--- src/rtl/adr_sched_pkg.sv ---
// -----------------------------------------------------------------------------
// adr_sched_pkg
// Shared types and constants for the 3-bit adder-slice scheduler.
//   state_t        : IDLE / RUN / DONE sequencer states
//   OWN_A / OWN_B  : owner encoding used for res_owner and the arbiter history
//   SLICE_W        : width of the external adder slice
//   owner_onehot() : owner index -> one-hot grant vector ([0]=A, [1]=B)
// Optional feature macro used by the top level: ADR_SUB_EN.
// -----------------------------------------------------------------------------
package adr_sched_pkg;

    typedef enum logic [1:0] {
        IDLE = 2'd0,
        RUN  = 2'd1,
        DONE = 2'd2
    } state_t;

    localparam logic OWN_A   = 1'b0;
    localparam logic OWN_B   = 1'b1;
    localparam int   SLICE_W = 3;

    function automatic logic [1:0] owner_onehot(input logic owner);
        return (owner == OWN_B) ? 2'b10 : 2'b01;
    endfunction

endpackage

--- src/rtl/adr_rr_arb2.sv ---
// -----------------------------------------------------------------------------
// adr_rr_arb2
// Two-request round-robin arbiter. Holds the last_owner history register and
// produces a combinational one-hot grant strobe while en is high.
// Ports:
//   clk, rst_n   clock / asynchronous active-low reset
//   req[1:0]     requests, [0]=A, [1]=B
//   en           arbitration allowed (scheduler is IDLE)
//   upd          load upd_owner into the history register
//   upd_owner    owner of the operation that just completed
//   gnt[1:0]     one-hot grant strobe (0 when en is low or no request)
// -----------------------------------------------------------------------------
module adr_rr_arb2
    import adr_sched_pkg::*;
(
    input  logic       clk,
    input  logic       rst_n,
    input  logic [1:0] req,
    input  logic       en,
    input  logic       upd,
    input  logic       upd_owner,
    output logic [1:0] gnt
);

    logic last_owner_q;
    logic last_owner_d;

    always_ff @(posedge clk or negedge rst_n) begin
        if (!rst_n) begin
            last_owner_q <= OWN_B;   // A wins the first tie after reset
        end else begin
            last_owner_q <= last_owner_d;
        end
    end

    always_comb begin
        last_owner_d = last_owner_q;
        if (upd) begin
            last_owner_d = upd_owner;
        end
    end

    always_comb begin
        gnt = 2'b00;
        if (en) begin
            unique case (req)
                2'b01:   gnt = 2'b01;
                2'b10:   gnt = 2'b10;
                // Both requesting: the one that did not own the slice last
                2'b11:   gnt = (last_owner_q == OWN_B) ? 2'b01 : 2'b10;
                default: gnt = 2'b00;
            endcase
        end
    end

endmodule

--- src/rtl/adr_slice_sched.sv ---
// -----------------------------------------------------------------------------
// adr_slice_sched
// Arbitrates two requesters onto one external 3-bit ripple-carry adder and
// performs a WIDTH-bit add as WIDTH/3 sequential slices, each held on the
// adder for SETTLE clocks, with the carry chained through a register.
// Parameters: WIDTH (multiple of 3), SETTLE (>=1 clocks per slice).
// Ports:
//   clk, rst_n                 clock / asynchronous active-low reset
//   req_a, req_b               requests (held until done)
//   a_x, a_y, a_cin            requester A operands
//   b_x, b_y, b_cin            requester B operands
//   a_sub, b_sub               subtract select (only with ADR_SUB_EN)
//   grant[1:0]                 one-hot owner while busy
//   busy, done                 operation in progress / completion pulse
//   res_sum, res_cout          result, held until the next completion
//   res_owner                  0=A, 1=B
//   adr_x, adr_y, adr_cin      slice operands to the external adder
//   adr_sum, adr_cout          slice result from the external adder
// Configuration macro: ADR_SUB_EN adds a_sub/b_sub and subtraction support.
// -----------------------------------------------------------------------------
module adr_slice_sched
    import adr_sched_pkg::*;
#(
    parameter int WIDTH  = 12,
    parameter int SETTLE = 2
) (
    input  logic               clk,
    input  logic               rst_n,
    input  logic               req_a,
    input  logic               req_b,
    input  logic [WIDTH-1:0]   a_x,
    input  logic [WIDTH-1:0]   a_y,
    input  logic [WIDTH-1:0]   b_x,
    input  logic [WIDTH-1:0]   b_y,
    input  logic               a_cin,
    input  logic               b_cin,
`ifdef ADR_SUB_EN
    input  logic               a_sub,
    input  logic               b_sub,
`endif
    output logic [1:0]         grant,
    output logic               busy,
    output logic               done,
    output logic [WIDTH-1:0]   res_sum,
    output logic               res_cout,
    output logic               res_owner,
    output logic [SLICE_W-1:0] adr_x,
    output logic [SLICE_W-1:0] adr_y,
    output logic               adr_cin,
    input  logic [SLICE_W-1:0] adr_sum,
    input  logic               adr_cout
);

    localparam int NS = WIDTH / SLICE_W;
    localparam int KW = (NS > 1) ? $clog2(NS) : 1;
    localparam int CW = (SETTLE > 1) ? $clog2(SETTLE) : 1;

    state_t             state_q, state_d;
    logic [KW-1:0]      k_q, k_d;
    logic [CW-1:0]      cnt_q, cnt_d;
    logic               owner_q, owner_d;
    logic [WIDTH-1:0]   x_q, x_d;
    logic [WIDTH-1:0]   y_q, y_d;
    logic               carry_q, carry_d;
    logic [WIDTH-1:0]   acc_q, acc_d;
    logic [WIDTH-1:0]   res_sum_q, res_sum_d;
    logic               res_cout_q, res_cout_d;
    logic               res_owner_q, res_owner_d;

    logic [1:0]         arb_gnt;
    logic               arb_upd;
    logic               sub_sel;

    logic [SLICE_W-1:0] x_sl [NS];
    logic [SLICE_W-1:0] y_sl [NS];

    for (genvar gi = 0; gi < NS; gi++) begin : g_slice
        assign x_sl[gi] = x_q[gi*SLICE_W +: SLICE_W];
        assign y_sl[gi] = y_q[gi*SLICE_W +: SLICE_W];
    end

    adr_rr_arb2 u_arb (
        .clk       (clk),
        .rst_n     (rst_n),
        .req       ({req_b, req_a}),
        .en        (state_q == IDLE),
        .upd       (arb_upd),
        .upd_owner (owner_q),
        .gnt       (arb_gnt)
    );

    always_ff @(posedge clk or negedge rst_n) begin
        if (!rst_n) begin
            state_q     <= IDLE;
            k_q         <= '0;
            cnt_q       <= '0;
            owner_q     <= OWN_A;
            x_q         <= '0;
            y_q         <= '0;
            carry_q     <= 1'b0;
            acc_q       <= '0;
            res_sum_q   <= '0;
            res_cout_q  <= 1'b0;
            res_owner_q <= OWN_A;
        end else begin
            state_q     <= state_d;
            k_q         <= k_d;
            cnt_q       <= cnt_d;
            owner_q     <= owner_d;
            x_q         <= x_d;
            y_q         <= y_d;
            carry_q     <= carry_d;
            acc_q       <= acc_d;
            res_sum_q   <= res_sum_d;
            res_cout_q  <= res_cout_d;
            res_owner_q <= res_owner_d;
        end
    end

    always_comb begin
        state_d     = state_q;
        k_d         = k_q;
        cnt_d       = cnt_q;
        owner_d     = owner_q;
        x_d         = x_q;
        y_d         = y_q;
        carry_d     = carry_q;
        acc_d       = acc_q;
        res_sum_d   = res_sum_q;
        res_cout_d  = res_cout_q;
        res_owner_d = res_owner_q;
        arb_upd     = 1'b0;
`ifdef ADR_SUB_EN
        sub_sel     = arb_gnt[1] ? b_sub : a_sub;
`else
        sub_sel     = 1'b0;
`endif

        unique case (state_q)
            IDLE: begin
                if (|arb_gnt) begin
                    owner_d = arb_gnt[1] ? OWN_B : OWN_A;
                    x_d     = arb_gnt[1] ? b_x : a_x;
                    // Subtraction is x + ~y + 1: invert y once here and seed
                    // the carry chain with 1 instead of the requester's cin.
                    y_d     = arb_gnt[1] ? b_y : a_y;
                    if (sub_sel) begin
                        y_d = ~y_d;
                    end
                    carry_d = sub_sel ? 1'b1 : (arb_gnt[1] ? b_cin : a_cin);
                    k_d     = '0;
                    cnt_d   = '0;
                    acc_d   = '0;
                    state_d = RUN;
                end
            end
            RUN: begin
                if (cnt_q == CW'(SETTLE - 1)) begin
                    cnt_d = '0;
                    acc_d[int'(k_q)*SLICE_W +: SLICE_W] = adr_sum;
                    carry_d = adr_cout;
                    if (k_q == KW'(NS - 1)) begin
                        // Publish on the last capture so res_* stay stable
                        // from one completion to the next.
                        res_sum_d   = acc_d;
                        res_cout_d  = adr_cout;
                        res_owner_d = owner_q;
                        state_d     = DONE;
                    end else begin
                        k_d = k_q + 1'b1;
                    end
                end else begin
                    cnt_d = cnt_q + 1'b1;
                end
            end
            DONE: begin
                arb_upd = 1'b1;
                state_d = IDLE;
            end
            default: state_d = IDLE;
        endcase
    end

    assign busy      = (state_q != IDLE);
    assign done      = (state_q == DONE);
    assign grant     = busy ? owner_onehot(owner_q) : 2'b00;
    assign res_sum   = res_sum_q;
    assign res_cout  = res_cout_q;
    assign res_owner = res_owner_q;
    // Slice drivers come straight from registers, so they cannot move
    // during the SETTLE clocks of a slice.
    assign adr_x     = (state_q == RUN) ? x_sl[k_q] : '0;
    assign adr_y     = (state_q == RUN) ? y_sl[k_q] : '0;
    assign adr_cin   = (state_q == RUN) ? carry_q : 1'b0;

endmodule
--- config.mk ---
export PLATFORM = sky130hd
export DESIGN_NAME = adr_slice_sched
export DESIGN_NICKNAME = d
export VERILOG_FILES = /design/src/rtl/adr_sched_pkg.sv /design/src/rtl/adr_rr_arb2.sv /design/src/rtl/adr_slice_sched.sv
export SDC_FILE = /design/constraint.sdc
export NUM_CORES = 1
export LEC_CHECK = 0
export ABC_AREA = 1
export BUFFER_PORTS_ARGS = -buffer_cell sky130_fd_sc_hd__clkbuf_2
export CORE_ASPECT_RATIO = 0.8
export CORE_MARGIN = 2
export CORE_UTILIZATION = 48
export DETAILED_ROUTE_END_ITERATION = 10
export PLACE_DENSITY = 0.71
export RECOVER_POWER = 100
export SLEW_MARGIN = 40
export SYNTH_ARGS = -nofsm -noshare
export SYNTH_HDL_FRONTEND = slang
export SYNTH_HIERARCHICAL = 1
export SYNTH_SLANG_ARGS = --single-unit
--- constraint.sdc ---
create_clock -name clk -period 5.05 [get_ports clk]
set_input_delay 0.7575 -clock clk [delete_from_list [all_inputs] [get_ports clk]]
set_output_delay 0.7575 -clock clk [all_outputs]
set_load 0.01 [all_outputs]
; ---- Word-level counts from Yosys, hierarchy flattened
; Cells that the tools add are included.
[totals]
out_inout_bits = 25
wordCells = 77
reg_bits = 58
in_bits = 58
[op_classes]
addsub = 3
n_lt_le_gt_ge = 1
bitwise = 1
reduce_logical = 10
n_shift = 2
n_eq_ne = 10
mux = 37
multipliers = 1
[ops]
columns = cell, n
row1 = 2-to-1 mux 12 bit, 4
row2 = negator 4 -> 33 bit, 1
row3 = variable shift 3 x 33 -> 12 bit (first input constant), 1
row4 = indexed part select 3 x 33 -> 12 bit, 1
row5 = case mux 12 bit (2 select lines), 1
row6 = 2-to-1 mux 2 bit, 10
row7 = 2-to-1 mux 3 bit, 6
row8 = binary-select mux 3 bit (select 2 bit), 2
row9 = bitwise mux 12 bit, 1
row10 = AND reduction 3 bit, 3
row11 = == test 2 bit (second input constant), 4
row12 = 2-to-1 mux 1 bit, 8
row13 = != test 2 bit (second input constant), 4
row14 = case mux 2 bit (2 select lines), 2
row15 = case mux 2 bit (3 select lines), 1
row16 = == test 2 x 1 -> 1 bit (second input constant), 2
row17 = multiplier 2 x 2 -> 4 bit (second input constant), 1
row18 = case mux 1 bit (2 select lines), 2
row19 = AND reduction 2 bit, 2
row20 = AND reduction 4 bit, 1
row21 = nonzero test 2 bit, 2
row22 = greater-or-equal comparator 3 bit (second input constant), 1
row23 = NOT 2 -> 3 bit, 1
row24 = adder 2 x 1 -> 2 bit (second input constant), 1
row25 = other kinds (3), 3

; ---- Logic depth before layout (Yosys ltp)
; Gate-level depths: netlist of run 1.
[depth]
ltp_word = 6
mapped_depth = 13
ltp_nobuf = 10

; ---- Hierarchy
; The synthesis of run 1 kept the hierarchy.
[by_module_without_submodules]
columns = mod, seq_area_each_um2, cells_each, n_inst, area_per_inst_um2
row1 = adr_slice_sched, 1351.3, 426, 1, 3076.7
row2 = adr_rr_arb2, 26.3, 8, 1, 56.3

; ---- Least setup slack after synthesis of run 1
; No wires, ideal clock.
[synth_path]
kind = register -> output
start = reg k_q[0]
end = out adr_y[0]
arrival_time_ns = 1.093
slack_ns = 3.199
n_path_buf = 1
stages_incl_launch_ff = 6
required_ns = 4.293
path_cell_list = dfrtp_1 > inv_1 > buf_1 > nand2_1 > nand3_1 > a21oi_1
[synth_between]
elab_chain_len = 5
[synth_rtl]
columns = element, line_no
row1 = from (decl), adr_slice_sched.sv:59  ; logic [KW-1:0] k_q, k_d;
row2 = from (signal assigned), adr_slice_sched.sv:107  ; k_q <= k_d;
row3 = NOT 2 -> 3 bit (implied by the code), adr_slice_sched.sv:193  ; assign adr_y = (state_q == RUN) ? y_sl[k_q] : '0;
row4 = binary-select mux 3 bit (select 2 bit), adr_slice_sched.sv:193
row5 = 2-to-1 mux 3 bit (implied by the code) (2 in series), adr_slice_sched.sv:193
row6 = 2-to-1 mux 3 bit, adr_slice_sched.sv:193
row7 = to (decl), adr_slice_sched.sv:48  ; output logic [SLICE_W-1:0] adr_y,
; No other way between the ends. The select of a mux whose other input is x is not followed.

; ---- Final worst setup path of run 1
[layout_path]
start = reg state_q[0]
end = reg y_q[4]
[layout_between]
elab_chain_len = 4
word_cells_on_any_way = 5
cone_classes = mux: 2 / reduce/logical: 3
[layout_rtl]
columns = element, line_no
row1 = from (decl), adr_slice_sched.sv:58  ; state_t state_q, state_d;
row2 = from (signal assigned), adr_slice_sched.sv:106  ; state_q <= state_d;
row3 = zero test 2 bit (*), adr_slice_sched.sv:86  ; .en (state_q == IDLE),
row4 = 2-to-1 mux 2 bit (*), adr_rr_arb2.sv:45  ; if (en) begin
row5 = net arb_gnt[1], adr_slice_sched.sv:70  ; logic [1:0] arb_gnt;
row6 = OR reduction 2 bit, adr_slice_sched.sv:141  ; if (|arb_gnt) begin
row7 = AND reduction 2 bit (no source line), --
row8 = to (signal assigned), adr_slice_sched.sv:111  ; y_q <= y_d;
row9 = to (decl), adr_slice_sched.sv:63  ; logic [WIDTH-1:0] y_q, y_d;
; The timed path passes the listed nets; every way through them passes the cells marked *.
; A chain may end at the register's enable or synchronous reset.

==> metrics.txt, run 1 <==
outcome complete, but fails checks; failing checks capacitance limit, slew limit; R2R setup slack 1.67 ns; Core Util, Final 54.79%; DP Cell Count 584; Worst Path Required 5.29 ns; largest fanout on the critical path 48; Post-synth EDFFs 0; M3 GR Usage 3.264%; Tcrit/Tclk final 66.84%; First DRT Iteration DRCs 94; DP Area 0.003510 mm2; Worst setup EP type register; wire per inst roughly 12 um; total chip power 1.869 mW; met1 usage 30.17%; Post-layout nets 570; Routed Antenna Nets 0; Post-Syn Instances about 430; CTS root buf clkbuf_8; Async SR Flop Fraction 100.0%; Die Width 94.33 um; Die ar. slightly above 0.007 mm2; TritonRoute pass-1 iters 5; CTS sink count 55; Seq/Total Area, Yosys a little over two fifths; Peak Freq 0.2962 GHz; detailed placement HPWL 4911 um; I/O pin cnt 83; vias 2,852; TritonCTS clock tree built; die height 76.26 um; clk_skew about 0.0044 ns; Mapped Nets approximately 500; RSZ-0062 raised after global routing no; hold path cells 2; share of cells above drive strength 1 15.16%; post-synth cell types 27; core box area 0.006344 mm2; Pwr per Cell Area 537.7 mW/mm2; Critical Path AT roughly 3.6 ns; grt total ovfl 0; pin count of the biggest net entering global routing 56; Top FF cell, synth dfrtp_1; worst skew pair latency 0.30 ns; number of max-slew violations in the final report 56; Synth warnings 6; vias per cell 4.818; cell row count 26; Max VDD drop 0.0002045 V; Buffers on Ports 82; vias in the first global route 2,739; Post-CTS Setup Repair Bufs 0; max_cap viols 1; Hold Fails Final Rpt 0; fin cells 592; initial antenna violation count 0; fin crit period roughly 3.4 ns; Hold Buf Count CTS 0; post_cts resized 0; actual slew at the worst max-slew pin 2.901 ns; Slew HR -93.42%; layer with the highest usage met2; area grow syn2layout 10.94%; Reg clk slew, reported paths 0.09 ns; worst r2r src state_q[0]$_DFFE_PN0P_; clock buffer depth 2; CTS buffer count 5; R2R Path End y_q[4]$_DFFE_PN0P_; Yosys reg bits 55; reg2reg path depth 10; HP Start res_sum[3]$_DFFE_PN0P_; post-layout instance area between 0.003 and 0.004 mm2; GRT Util Overall a little over a fifth; Leakage 1.962 nW; WHS Endpoint res_sum[3]$_DFFE_PN0P_; Hold WC Path Type register to register; grt met2 use 32.57%; Netlist Area Pre-Place 0.003133 mm2; Routed WL 6858 um; CP Launch Type register; Final TNS setup 0 ns; H-tree lvl count 2; initial cell density of the core 49.39%; final setup vio count 0; Placer Congestion about 0.81; ANT cells 0; # DRC 0; crit path kind register to register; Mean Syn Cell Area between 7 and 8 um2; first-pass GRT wire length 12,210 um
[cells in the final DEF (no fill, tap or decap)]
| cell type | netlist | layout |
|---|---|---|
| clkbuf_8 | 0 | 5 |
| a21oi_1 | 10 | 10 |
| inv_4 | 2 | 2 |
| nand4_1 | 3 | 3 |
| clkbuf_2 | 0 | 59 |
| nand2_1 | 219 | 228 |
| dfstp_2 | 1 | 1 |
| clkbuf_1 | 3 | 27 |
| ha_1 | 5 | 5 |
| nand3_1 | 19 | 19 |
| inv_1 | 43 | 45 |
| o21ai_0 | 17 | 25 |
| nor2_1 | 12 | 13 |
| dfrtp_1 | 54 | 54 |
| o21ai_2 | 13 | 6 |
| inv_2 | 3 | 1 |
| o211ai_1 | 1 | 1 |
| nand2_2 | 8 | 1 |
| o21ai_1 | 2 | 1 |
| clkinv_2 | 0 | 1 |
| nand3_2 | 1 | 1 |
[area by class of cell]
type / count / area (um2)
clock inverters: 1 / 5.005
inverters: 48 / 185.2
fillers: 654 / 2868
multi-input cells: 313 / 1338
repair buffers: 84 / 389.1
clock buffers: 7 / 76.32
flip-flops and latches: 55 / 1378
well taps: 84 / 105.1
[worst max-delay path: stages, from the launching register on]
cell and delay (ns):
dfrtp_1 0.47, nor2_1 0.43, nand2_1 0.11, a21oi_1 0.22, clkbuf_1 0.84, inv_4 0.28, nand2_1 0.13, nand2_1 0.15
inv_4 0.39, nand2_1 0.15, o21ai_2 0.08
[registers in the layout, summed over array words and instances (netlist names)]
register	flops
acc_q	9
carry_q	1
cnt_q	1
k_q	2
owner_q	1
res_cout	1
res_owner	1
res_sum	12
state_q	2
u_arb/last_owner_q	1
x_q	12
y_q	12
[how the worst max path moves through the flow]
| stage | start | to | slack [ns] | depth (start not counted) |
|---|---|---|---|---|
| finish | state_q[0]$_DFFE_PN0P_ | y_q[4]$_DFFE_PN0P_ | 1.67 | 10 |
| global route | state_q[0]$_DFFE_PN0P_ | y_q[11]$_DFFE_PN0P_ | 1.27 | 9 |
| CTS | k_q[0]$_DFFE_PN0P_ | adr_y[1] | 2.12 | 5 |
| detailed placement | k_q[0]$_DFFE_PN0P_ | adr_y[1] | 2.47 | 5 |
| global placement | k_q[0]$_DFFE_PN0P_ | adr_y[0] | 2.55 | 5 |
| floorplan | k_q[0]$_DFFE_PN0P_ | adr_y[0] | 3.20 | 5 |
[report_power, final]
| part | internal (mW) | switching (mW) | total [mW] |
|---|---|---|---|
| sequential | 0.639 | 0.119 | 0.757 |
| combinational | 0.297 | 0.579 | 0.876 |
| clock | 0.0978 | 0.138 | 0.236 |
| total | 1.03 | 0.835 | 1.87 |
[routing by layer]
metal	share of wire (%)	vias to the layer above
met1	51	1303
met2	43	73
met5	0	-
met3	4.7	6
met4	1.1	0
li1	-	1470
[kinds of logic after synthesis]
kind of cell	share of synthesized area, %
buffers and inverters	10.94
and+or+nand+nor	34.58
DFF	43.97
adders and majority gates	1.997
AOI/OAI and AO/OA	8.507
[cell usage after synthesis, types with 3 or more instances]
| cell | instances | share of area (%) |
|---|---|---|
| nand3_1 | 19 | 3.0 |
| dfrtp_1 | 54 | 43 |
| o21ai_2 | 13 | 3.6 |
| buf_12 | 3 | 1.9 |
| inv_2 | 3 | 0.36 |
| nor2_1 | 12 | 1.4 |
| nand2_1 | 219 | 26 |
| ha_1 | 5 | 2.0 |
| inv_1 | 43 | 5.2 |
| buf_2 | 6 | 0.96 |
| nand2_2 | 8 | 1.6 |
| o21ai_0 | 17 | 2.7 |
| nand4_1 | 3 | 0.60 |
| a21oi_1 | 10 | 1.6 |
| clkbuf_1 | 3 | 0.36 |
[through the flow]
stage | setup slack (ns) | hold WS [ns]
2_1_floorplan | 3.199 | 0.4422
5_1_grt | 1.272 | 0.5038
4_1_cts | 2.117 | 0.4887
3_3_place_gp | 2.546 | 0.4557
6_report | 1.674 | 0.4869
3_5_place_dp | 2.466 | 0.4638
(Power assumes the default switching activity.)
==> run 2: changes to the inputs <==
--- a/config.mk
+++ b/config.mk
@@ -11,7 +11,7 @@
 export CORE_MARGIN = 2
 export CORE_UTILIZATION = 48
 export DETAILED_ROUTE_END_ITERATION = 10
-export PLACE_DENSITY = 0.71
+export PLACE_DENSITY = 0.74
 export RECOVER_POWER = 100
 export SLEW_MARGIN = 40
 export SYNTH_ARGS = -nofsm -noshare
==> constraint.sdc (replaced) <==
create_clock -name clk -period 2.8 [get_ports clk]
set_input_delay 0.42 -clock clk [delete_from_list [all_inputs] [get_ports clk]]
set_output_delay 0.42 -clock clk [all_outputs]
set_load 0.01 [all_outputs]
==> run 2 against run 1 <==
The flow now finishes without violations. Setup slack got worse by 1.0 ns. Clock-buffer cell count unchanged. First-iteration DRC count up 51%. Total power rose by 81%. Die area stayed put. Critical endpoint is now y_q[7]$_DFFE_PN0P_. Largest cell class unchanged. Largest power group unchanged.
==> metrics.txt, run 2 (synthesis results as in run 1) <==
FF/Latch Area 0.001378 mm2; critical path's most frequent cell nand2_1; vias 2,796; Reg clk slew, reported paths 0.09 ns; vias in the first global route 2,670; Multi-input gate area 0.001349 mm2; pin count of the biggest net entering global routing a little under 50; worst r2r src state_q[0]$_DFFE_PN0P_; CP max stage cell dfrtp_1; most frequent cells in the layout nand2_1, clkbuf_2, dfrtp_1; R2R setup slack about 0.64 ns; commonest non-fill, non-tap cell in the layout nand2_1; Pint 1.876 mW; Die Width 94.33 um; Hold WC Path Type primary input to register; clk_skew 0.004215 ns; post-layout instance area 0.003505 mm2; crit path kind register to register; DP Area 0.003517 mm2; sequence of cells on the critical path nor2_8, nand2_1, a21oi_1, inv_4, nand2_1, nand2_1, inv_4, nand2_1, o21ai_2; Routed WL 6775 um; area grow syn2layout 11.86%; core box area 0.006344 mm2; WHS Endpoint res_cout$_DFFE_PN0P_; first-pass GRT wire length approximately 12,000 um; HP Start adr_cout; Switching Power 1.511 mW; die height roughly 76 um; FILL cells roughly 660; part of the power in combinational logic 48.1%; Max VDD drop approximately 0.0003 V; CTS buffer count 5; Seq pwr share 39.2%; Met2 Wirelength 2943 um; Pwr per Cell Area 966.5 mW/mm2; ANT cells 0; clock power share 12.7%; CTS root buf clkbuf_8; Top Layer Used met4; met1 wire length between 3000 and 4000 um; clock buffer depth 2; I/O pin cnt 83; number of max-slew violations in the final report 0; worst skew pair latency 0.31 ns; Routed Antenna Nets 0; Buffers on Ports 82; final setup vio count 0; TritonCTS clock tree built; GRT Util Overall 20.48%; fin crit period between 2 and 2.5 ns; Post-layout nets 572; share of cells above drive strength 1 between 10% and 20%; largest fanout on the critical path 48; Hold Fails Final Rpt 0; Final TNS setup 0 ns; outcome completed; # DRC 0; H-tree lvl count 2; First DRT Iteration DRCs 142; wire per inst 11.41 um; CP delay by family, top simple AND/OR/NAND/NOR gates; detailed placement HPWL between 4000 and 5000 um; WL met3 323 um; total chip power 3.387 mW; reg2reg path depth 9; CTS sink count 55; Worst setup EP type register; grt total ovfl 0; TritonRoute pass-1 iters 4; RSZ-0062 raised after global routing no; Placer Congestion approximately 0.8; Worst Path Required 3.04 ns; CP Launch Type register; Slew HR 31.44%; hold path cells 3; Die ar. 0.007193 mm2; Critical Path AT between 2 and 2.5 ns; post_cts resized 0; CP bufs+invs 2; actual slew at the worst max-slew pin 1.028 ns; Switching Fraction 44.60%; initial antenna violation count 0; Peak Freq 0.4640 GHz; initial cell density of the core approximately 50%; R2R Path End y_q[7]$_DFFE_PN0P_; vias per cell 4.707; Leakage 1.972 nW; Tcrit/Tclk final 76.96%; cell row count 26; CP max stage delay 0.51 ns; max_cap viols 0
==> run 2: routing by layer <==
| metal | vias to the layer above | track usage, % |
|---|---|---|
| met5 | - | 0 |
| li1 | 1468 | - |
| met2 | 69 | 32.00 |
| met3 | 12 | 4.154 |
| met4 | 0 | 7.826 |
| met1 | 1247 | 28.15 |
==> run 2: power by group through the flow <==
stage          Sequential (mW)  Combinational [mW]  Clock, mW
5_1_grt                   1.37                1.89      0.463
4_1_cts                   1.33                1.77      0.442
2_1_floorplan             1.34                1.28          0
3_5_place_dp              1.35                1.76          0
6_report                  1.33                1.63      0.429
3_3_place_gp              1.33                1.72          0
==> run 2: layout make-up <==
class	instances	area share, %
Clock buffer	7	2.178
Clock inverter	1	0.1428
Inverter	48	5.284
Multi-Input combinational cell	313	38.49
Sequential cell	55	39.31
Tap cell	84	2.999
Timing Repair Buffer	86	11.60
==> run 2: through the flow <==
step           std cells  setup slack [ns]  hold slack (ns)  util, %
2_1_floorplan        434             1.112           0.1244        -
3_3_place_gp         585            0.8915           0.3378    55.44
3_5_place_dp         585            0.7569           0.3396    55.44
4_1_cts              594            0.7329           0.3779    56.88
5_1_grt              594            0.3035           0.3892    55.25
6_report             594            0.6450           0.3757    55.25
==> run 2: worst reg2reg max path: cells and delay by family (launching register included) <==
family / cells / cell delay (ns)
flops: 1 / 0.51
buf+inv: 2 / 0.55
compound gates: 2 / 0.34
simple gates: 5 / 0.70
==> run 2: what timing repair did <==
action	in CTS	in global routing
endpoints found under the hold margin	4	0
buffers inserted	0	0
hold buffers	1	0
==> run 2: how the worst max path moves through the flow <==
stage | depth (start not counted) | from | slack [ns] | endpoint
after global placement | 8 | state_q[0]$_DFFE_PN0P_ | 0.89 | x_q[6]$_DFFE_PN0P_
after detailed placement | 8 | state_q[0]$_DFFE_PN0P_ | 0.76 | x_q[10]$_DFFE_PN0P_
final | 9 | state_q[0]$_DFFE_PN0P_ | 0.64 | y_q[7]$_DFFE_PN0P_
after global routing | 3 | rst_n | 0.30 | y_q[5]$_DFFE_PN0P_
after floorplan | 8 | k_q[0]$_DFFE_PN0P_ | 1.11 | acc_q[0]$_DFFE_PN0P_
after CTS | 8 | state_q[0]$_DFFE_PN0P_ | 0.73 | x_q[10]$_DFFE_PN0P_
==> run 3: changes to the inputs <==
--- a/config.mk
+++ b/config.mk
@@ -11,7 +11,7 @@
 export CORE_MARGIN = 2
 export CORE_UTILIZATION = 48
 export DETAILED_ROUTE_END_ITERATION = 10
-export PLACE_DENSITY = 0.74
+export PLACE_DENSITY = 0.71
 export RECOVER_POWER = 100
 export SLEW_MARGIN = 40
 export SYNTH_ARGS = -nofsm -noshare
==> constraint.sdc (replaced) <==
create_clock -name clk -period 2.16 [get_ports clk]
set_input_delay 0.324 -clock clk [delete_from_list [all_inputs] [get_ports clk]]
set_output_delay 0.324 -clock clk [all_outputs]
set_load 0.01 [all_outputs]
==> run 3 against run 2 <==
Total power grew 33%. First-iteration DRC count shrank 11%. Clock power grew 38%. Design area grew 1.7%. Via count shrank 0.36%. Combinational power grew 36%. Register-to-register slack lost 0.37 ns. Sequential share of layout area shrank 0.68 points. Critical path type is now register to output port. Highest routed layer unchanged.
==> metrics.txt, run 3 (synthesis results as in run 1) <==
Die ar. between 0.007 and 0.008 mm2; vias 2,786; # DRC 0; largest fanout on the critical path 8; GRT Util Overall 20.49%; Post-layout nets 578; H-tree lvl count 2; Buffers on Ports between 80 and 90; Worst Path Required 1.84 ns; clk_skew 0.01115 ns; DP Area 0.003555 mm2; core box area approximately 0.0063 mm2; CTS sink count 55; actual slew at the worst max-slew pin 1.233 ns; worst skew pair latency approximately 0.32 ns; I/O pin cnt 83; crit path kind register to output port; vias per cell 4.643; Critical Path AT between 1.5 and 2 ns; total chip power around 4.5 mW; vias in the first global route ~2,600; post-layout instance area 0.003566 mm2; wire per inst 11.57 um; Pwr per Cell Area 1267 mW/mm2; CTS buffer count 5; first-pass GRT wire length 11,910 um; outcome completed; die height 76.26 um; Hold Fails Final Rpt 0; Worst setup EP type output port; Reg clk slew, reported paths ~0.11 ns; Leakage 1.994 nW; Placer Congestion 0.8037; worst r2r src state_q[0]$_DFFE_PN0P_; Hold Buf Count CTS 0; commonest non-fill, non-tap cell in the layout nand2_1; CP max stage delay 0.54 ns; CP max stage cell dfrtp_1; initial cell density of the core between 40% and 50%; TritonCTS clock tree built; sequence of cells on the critical path clkinvlp_4, buf_4, nand2_1, nand3_1, a21oi_1, clkbuf_2; pin count of the biggest net entering global routing 49; Die Width between 90 and 100 um; crit path from k_q[0]$_DFFE_PN0P_; CP Launch Type register; detailed placement HPWL 5160 um; Routed Antenna Nets 0; Hold Worst Slack 0.2368 ns; most frequent cells in the layout nand2_1, clkbuf_2, dfrtp_1; CTS root buf clkbuf_8; Routed WL around 6900 um; Final TNS setup 0 ns; RSZ-0062 raised after global routing no; final setup vio count 0; initial antenna violation count 0; First DRT Iteration DRCs 127; area grow syn2layout 13.82%; Slew HR 17.80%; TritonRoute pass-1 iters 4; Hold WC Path Type primary input to async pin; setup slack at placement 0.2510 ns; Tcrit/Tclk final 93.57%; Peak Freq approximately 0.5 GHz; share of cells above drive strength 1 17.44%; reg2reg path depth 8; fin crit period 2.021 ns; Final WS setup 0.1389 ns; ANT cells 0; number of max-slew violations in the final report 0; max_cap viols 0; R2R setup slack around 0.27 ns; grt total ovfl 0; cell row count 26; R2R Path End x_q[4]$_DFFE_PN0P_; Max VDD drop 0.0004237 V; clock buffer depth 2
-- run 3: cell types whose count changed in the layout (fill, tap and decap cells not counted), moves of 2 or more --
cell and delta:
clkbuf_1 -2, clkinvlp_4 +3, buf_4 +6, inv_1 -2
-- run 3: power by group --
group | total [mW] | switching [mW] | internal (mW)
sequential | 1.72 | 0.231 | 1.49
clock | 0.590 | 0.357 | 0.233
combinational | 2.21 | 1.43 | 0.773
-- run 3: layout make-up --
| cell class | count | area, um2 |
|---|---|---|
| clock buffer | 5 | 68.82 |
| clock inverter | 3 | 23.77 |
| fill | 645 | 2778 |
| inverter | 48 | 188.9 |
| multi-input combinational | 313 | 1355 |
| sequential | 55 | 1378 |
| tap | 84 | 105.1 |
| timing repair buffer | 92 | 446.7 |
-- run 3: how the worst max path moves through the flow --
stage / endpoint / slack (ns) / cells past startpoint
2_1_floorplan: acc_q[0]$_DFFE_PN0P_ / 0.47 / 8
3_3_place_gp: x_q[2]$_DFFE_PN0P_ / 0.39 / 8
3_5_place_dp: x_q[4]$_DFFE_PN0P_ / 0.25 / 8
4_1_cts: adr_x[1] / 0.08 / 6
5_1_grt: adr_y[1] / 0.006 / 6
6_report: adr_y[1] / 0.14 / 6
-- run 3: metrics by stage --
stage	instances	util, %
floorplan	434	-
global placement	590	56.04
detailed placement	590	56.04
CTS	598	57.50
global route	600	56.21
finish	600	56.21
-- run 3: timing repair --
item / in CTS / in global routing
buffers inserted: 0 / 2
resized for setup: 0 / 1
setup endpoints to repair: 0 / 3
-- run 3: worst max-delay path: cells and delay by family, from the launching register on --
family | cells | cell delay, ns
flops | 1 | 0.54
buf+inv | 3 | 0.53
compound gates | 1 | 0.19
simple gates | 2 | 0.12
-- run 3: metal layers --
metal  wire [um]  track usage (%)  part of all wire, %  vias to the layer above
met2        3065            33.79                   44                       64
met5           0                0                    0                        -
met1        3488            28.41                   50                     1241
met3         334            3.660                  4.8                        4
met4          53            4.348                 0.76                        0
li1            -                -                    -                     1477
